`src/rtl/fetch_unit_if.sv`:
```
// Instruction-memory read channel between the fetch unit and instruction memory.
//   imem_req   : read request, held until imem_ready is seen
//   imem_addr  : word address of the request
//   imem_rdata : read data, valid when imem_ready is high
//   imem_ready : read data valid this cycle
// master = fetch unit side, slave = memory side.
interface fetch_unit_if #(
    parameter int PC_WIDTH = 8
);
    logic                imem_req;
    logic [PC_WIDTH-1:0] imem_addr;
    logic [31:0]         imem_rdata;
    logic                imem_ready;

    modport master (
        output imem_req,
        output imem_addr,
        input  imem_rdata,
        input  imem_ready
    );

    modport slave (
        input  imem_req,
        input  imem_addr,
        output imem_rdata,
        output imem_ready
    );
endinterface

```
`src/rtl/fetch_unit.sv`:
```
// Instruction-fetch stage of the multicycle CPU. Owns the program counter,
// reads one instruction word per fetch phase over the imem channel and
// latches it for decode. PC redirects are accepted in any FSM state.
//
// Ports:
//   clk         : system clock, rising edge
//   reset       : synchronous, active-high
//   state       : global sequencer state, 0 = fetch
//   pc_load     : redirect strobe, pc <= pc_target
//   pc_target   : redirect address
//   imem        : instruction-memory channel (fetch_unit_if.master)
//   instruction : latched instruction word
//   pc          : current program counter
//   fetch_done  : one-cycle pulse when instruction is updated
//   busy        : high while waiting on memory
//   fetch_fault : sticky fetch-timeout flag
//
// Optional feature macro: FETCH_TIMEOUT_EN
//   Defined   : a WAIT that sees no imem_ready for TIMEOUT cycles ends with a
//               NOP, sets fetch_fault and leaves pc untouched.
//   Undefined : WAIT lasts until imem_ready; fetch_fault is tied 0.
//
// state | meaning
// IDLE  | no request outstanding, waiting for sequencer fetch state
// WAIT  | request issued, waiting for imem_ready
// DONE  | instruction latched, waiting for sequencer to leave fetch
module fetch_unit #(
    parameter int PC_WIDTH = 8,
    parameter int RESET_PC = 0,
    parameter int TIMEOUT  = 16
) (
    input  logic                clk,
    input  logic                reset,
    input  logic [2:0]          state,
    input  logic                pc_load,
    input  logic [PC_WIDTH-1:0] pc_target,
    fetch_unit_if.master        imem,
    output logic [31:0]         instruction,
    output logic [PC_WIDTH-1:0] pc,
    output logic                fetch_done,
    output logic                busy,
    output logic                fetch_fault
);

    typedef enum logic [1:0] {
        IDLE = 2'd0,
        WAIT = 2'd1,
        DONE = 2'd2
    } fsm_t;

    fsm_t fsm;

`ifdef FETCH_TIMEOUT_EN
    localparam int TW = (TIMEOUT > 1) ? $clog2(TIMEOUT) : 1;
    // Down-counter: loaded with TIMEOUT-1 on WAIT entry, so terminal count
    // (zero) with no ready marks the TIMEOUT-th WAIT cycle without data.
    logic [TW-1:0] wait_cnt;
`else
    assign fetch_fault = 1'b0;
`endif

    always_ff @(posedge clk) begin
        if (reset) begin
            fsm            <= IDLE;
            pc             <= PC_WIDTH'(RESET_PC);
            instruction    <= 32'h0;
            imem.imem_req  <= 1'b0;
            imem.imem_addr <= '0;
            fetch_done     <= 1'b0;
            busy           <= 1'b0;
`ifdef FETCH_TIMEOUT_EN
            fetch_fault    <= 1'b0;
            wait_cnt       <= '0;
`endif
        end else begin
            fetch_done <= 1'b0;
            case (fsm)
                IDLE: begin
                    if (state == 3'd0) begin
                        imem.imem_req  <= 1'b1;
                        imem.imem_addr <= pc;
                        busy           <= 1'b1;
                        fsm            <= WAIT;
`ifdef FETCH_TIMEOUT_EN
                        wait_cnt       <= TW'(TIMEOUT - 1);
`endif
                    end
                end
                WAIT: begin
                    if (imem.imem_ready) begin
                        instruction   <= imem.imem_rdata;
                        pc            <= pc + 1'b1;
                        imem.imem_req <= 1'b0;
                        busy          <= 1'b0;
                        fetch_done    <= 1'b1;
                        fsm           <= DONE;
                    end
`ifdef FETCH_TIMEOUT_EN
                    else if (wait_cnt == '0) begin
                        instruction   <= 32'h0000_0000;
                        fetch_fault   <= 1'b1;
                        imem.imem_req <= 1'b0;
                        busy          <= 1'b0;
                        fetch_done    <= 1'b1;
                        fsm           <= DONE;
                    end else begin
                        wait_cnt <= wait_cnt - 1'b1;
                    end
`endif
                end
                DONE: begin
                    // Dwell here while the sequencer stays in fetch so the
                    // same phase never issues a second read.
                    if (state != 3'd0) begin
                        fsm <= IDLE;
                    end
                end
                default: fsm <= IDLE;
            endcase
            // Redirect beats the increment on a completing edge; the
            // in-flight read still finishes against the old address.
            if (pc_load) begin
                pc <= pc_target;
            end
        end
    end

endmodule

```
`src/flat_wrapper.sv`:
```
// flat-port wrapper written by rule: the top's interface ports become plain ports
module fetch_unit_flat 
#(
    parameter int PC_WIDTH = 8,
    parameter int RESET_PC = 0,
    parameter int TIMEOUT  = 16
)
  (clk, reset, state, pc_load, pc_target, instruction, pc, fetch_done, busy, fetch_fault, imem_imem_req, imem_imem_addr, imem_imem_rdata, imem_imem_ready);
  fetch_unit_if #(.PC_WIDTH(PC_WIDTH)) imem_i ();
  input  logic clk;
  input  logic reset;
  input  logic [2:0] state;
  input  logic pc_load;
  input  logic [PC_WIDTH-1:0] pc_target;
  output logic [31:0] instruction;
  output logic [PC_WIDTH-1:0] pc;
  output logic fetch_done;
  output logic busy;
  output logic fetch_fault;
  output wire logic [$bits(imem_i.imem_req)-1:0] imem_imem_req;
  output wire logic [$bits(imem_i.imem_addr)-1:0] imem_imem_addr;
  input wire logic [$bits(imem_i.imem_rdata)-1:0] imem_imem_rdata;
  input wire logic [$bits(imem_i.imem_ready)-1:0] imem_imem_ready;
  assign imem_imem_req = imem_i.imem_req;
  assign imem_imem_addr = imem_i.imem_addr;
  assign imem_i.imem_rdata = imem_imem_rdata;
  assign imem_i.imem_ready = imem_imem_ready;
  fetch_unit #(.PC_WIDTH(PC_WIDTH), .RESET_PC(RESET_PC), .TIMEOUT(TIMEOUT)) u_core (.clk(clk), .reset(reset), .state(state), .pc_load(pc_load), .pc_target(pc_target), .imem(imem_i), .instruction(instruction), .pc(pc), .fetch_done(fetch_done), .busy(busy), .fetch_fault(fetch_fault));
endmodule
```
`config.mk`:
```
export PLATFORM = sky130hd
export DESIGN_NAME = fetch_unit_flat
export DESIGN_NICKNAME = d
export VERILOG_FILES = /design/src/rtl/fetch_unit_if.sv /design/src/rtl/fetch_unit.sv /design/src/flat_wrapper.sv
export SDC_FILE = /design/constraint.sdc
export NUM_CORES = 1
export LEC_CHECK = 0
export ABC_CLOCK_PERIOD_IN_PS = 1600
export CAP_MARGIN = 15
export CORE_MARGIN = 2
export CORE_UTILIZATION = 39
export DETAILED_ROUTE_END_ITERATION = 8
export MAX_ROUTING_LAYER = met4
export PLACE_DENSITY = 0.82
export SYNTH_ARGS = -nofsm -noshare
export SYNTH_HDL_FRONTEND = slang
export SYNTH_SLANG_ARGS = --single-unit
```
`constraint.sdc`:
```
create_clock -name clk -period 1.6 [get_ports clk]
set_input_delay 0.32 -clock clk [delete_from_list [all_inputs] [get_ports clk]]
set_output_delay 0.32 -clock clk [all_outputs]
set_load 0.005 [all_outputs]
```
==> reports/qor.csv <==
stage,metric,value,unit
cts,cts hold-fix bufs,0,
synth,"Cell Area, Synth",1970,um2
route,via count,2104,
placed_design,dpl hpwl,4.03,mm
cts,Num CTS Buffers,5,
critical_path,R2R cell count,3,
synth,"top cells by area, synth","dfxtp_1 53%, nand2_1 13%, a21oi_1 11%",
sta,final period utilization,0.985,
sta,setup slack after layout,0.0239,ns
critical_path,"Req. time, crit path",1.81,ns
global_route,largest net degree at the start of global routing,25,
critical_path,startpoint class of the critical path,primary input,
critical_path,Critical Path Fanout Max,5,
pwr,leakage power,0.00112,uW
cts,Clock Sinks,52,
floorplan,die area,5640,um2
outcome,status,completed,
route,# DRC,0,
route,routed wire length,5.53,mm
cts,clk_lat worst skew,0.30,ns
critical_path,worst-path cell with the longest stage delay,clkdlybuf4s50_1,
critical_path,FF-to-FF Start,u_core.fsm[0]$_SDFFE_PP0P_,
placed_design,GP Congestion,0.809,
cts,CTS Buffer Depth,2,
synth,post-synth top area share,0.528,
critical_path,r2r setup slk,0.19,ns
global_route,global-route wire length before repair,8.53,mm
global_route,GRT Residual Overflow,0,
cts,CTS Root Cell,clkbuf_8,
cts,CTS tree,yes,
final_layout,n_diodes,0,
sta,Final min period,1.58,ns
final_layout,Layout area overhead,63.0,%
pwr,P per Cell Area,744,nW/um2
sta,Clock Skew,0.00671,ns
synth,post-synthesis register bit count,52,
global_route,vias in the first global route,1889,
critical_path,Worst Setup SP,imem_imem_ready,
critical_path,Critical Path Sink Type,flop,
sta,Peak Freq,634,MHz
sta,setup TNS,0,ns
floorplan,Die X,75.1,um
critical_path,CP Data Arrival Time,1.79,ns
floorplan,Std-Cell Rows,25,
cts,H-tree levels,2,
placed_design,"worst slack, placed",-0.259,ns
sta,setup violators final,0,
floorplan,Ports,99,
route,Via-to-Cell Ratio,5.05,
run,Max Cap Violations,0,
route,post-route ant nets,0,
final_layout,share of cells above drive strength 1,0.106,
cts,clock-pin slew on the worst setup and hold paths,0.09,ns
floorplan,area of the core,4790,um2
placed_design,port bufs,97,
floorplan,Initial Utilization,0.412,
hold_path,Tightest Hold Check Type,flop to flop,
synth,syn_nets,293,
global_route,GRT Total Usage,0.205,
sta,hold slack,0.453,ns
synth,Gate Count Post-Synth,245,
critical_path,worst path cell trace,clkdlybuf4s50_1 -> nand3b_4 -> or4_1 -> a311oi_1,
critical_path,Crit Path Category,primary input to flop,
pwr,Peak supply drop,0.464,mV
critical_path,CP endpoint,u_core.pc[7]$_SDFFE_PP0P_,
synth,Synth warnings,0,
critical_path,peak per-stage delay on the critical path,0.58,ns
synth,Yosys top cell by area,dfxtp_1,
critical_path,Critical R2R Capture,u_core.imem.imem_addr[6]$_SDFFE_PP0P_,
sta,RSZ-0062 raised after global routing,no,
final_layout,final core utilization,0.672,
synth,Netlist cell types,29,
sta,max-slew violation count,0,
synth,register area share after synthesis,0.528,
route,wire per inst,13.2,um
route,Pre-antenna DRT Iters,4,
floorplan,DIE HEIGHT,75.1,um
global_route,antenna violations before repair,0,
pwr,Power Total,2390,uW
final_layout,# nets final,398,
synth,"Avg Cell Area, Syn",8.05,um2
route,DRT iter0 DRCs,218,
sta,Final Hold Fails,0,
report_power, final:
group          internal, uW  switching, uW  leakage (uW)
clock network           298            400     0.0000410
registers              1330           27.4      0.000424
logic                   212            125      0.000655
metal layers:
metal  part of all wire  up-vias  global-route usage
met1               0.42      968               0.240
met4              0.016        0              0.0575
li1                   -     1037                   -
met5                  0        -                   -
met3              0.077       12              0.0576
met2               0.49       87               0.343
worst max-delay path, delay by kind of cell:
kind                   cells  cell delay, ns
AOI/OAI and AO/OA          1            0.26
buffers and inverters      1            0.58
and+or+nand+nor            2            0.62
cells by family after synthesis:
kind of cell             share of synthesized area
flip-flops                                   0.528
XOR/XNOR                                   0.00888
buffers and inverters                       0.0469
AND/OR/NAND/NOR                              0.227
other                                      0.00190
AO/OA/AOI/OAI                                0.181
adder cells (fa/ha/maj)                    0.00634
cells in the mapped netlist (all sizes together):
cell	count
a211oi	2
a21oi	43
a311oi	5
a31oi	1
and3b	1
buf	5
clkbuf	14
clkinv	1
conb	1
dfxtp	52
ha	1
inv	2
nand2	69
nand3	13
nand3b	1
nand4	1
nand4b	1
nor2	9
nor4	1
o21ai	11
o21bai	1
o31ai	2
or3	3
or4	3
xnor2	1
xor2	1
worst min-delay path by stage:
stage / start / to / slack [ns] / cells past startpoint
6_report: u_core.instruction[7]$_SDFFE_PP0P_ / u_core.instruction[7]$_SDFFE_PP0P_ / 0.45 / 2
5_1_grt: u_core.instruction[14]$_SDFFE_PP0P_ / u_core.instruction[14]$_SDFFE_PP0P_ / 0.47 / 2
4_1_cts: reset / u_core.fsm[1]$_SDFFE_PP0P_ / 0.45 / 2
3_5_place_dp: u_core.instruction[7]$_SDFFE_PP0P_ / u_core.instruction[7]$_SDFFE_PP0P_ / 0.45 / 2
3_3_place_gp: u_core.instruction[19]$_SDFFE_PP0P_ / u_core.instruction[19]$_SDFFE_PP0P_ / 0.44 / 2
2_1_floorplan: u_core.instruction[0]$_SDFFE_PP0P_ / u_core.instruction[0]$_SDFFE_PP0P_ / 0.45 / 2
stage by stage:
stage | std cells | instance area [um2]
finish | 417 | 3210
global route | 417 | 3210
floorplan | 245 | 1970
CTS | 417 | 3180
global placement | 410 | 3100
detailed placement | 410 | 3100
area by class of cell:
class                   count  area (um2)
fillers                   420        1570
clock inverters             1        5.00
clock buffers               6        72.6
flip-flops and latches     52        1050
multi-input cells         171         863
well taps                  67        83.8
repair buffers            117        1130
inverters                   3        11.3
sequential cells by signal, indices dropped and copies added (netlist names):
name / count
u_core.instruction: 32
u_core.imem.imem_req: 1
u_core.fetch_done: 1
u_core.imem.imem_addr: 8
u_core.pc: 8
u_core.fsm: 2
what timing repair did:
action	4_1_cts	5_1_grt
gates resized for setup	2	10
setup endpoints to repair	1	7
setup buffers	0	0
layout by cell type (no fill, tap or decap), types with 2 or more instances in the layout:
| master | instances |
|---|---|
| a211oi_1 | 2 |
| a21oi_1 | 43 |
| a311oi_1 | 3 |
| a311oi_2 | 2 |
| buf_4 | 18 |
| clkbuf_8 | 5 |
| clkdlybuf4s50_1 | 95 |
| dfxtp_1 | 47 |
| dfxtp_2 | 5 |
| inv_1 | 2 |
| nand2_1 | 69 |
| nand3_1 | 13 |
| nor2_1 | 9 |
| o21ai_0 | 9 |
| o21ai_1 | 2 |
| o31ai_1 | 2 |
| or3_1 | 3 |
| or4_1 | 2 |
(Power assumes the default switching activity.)
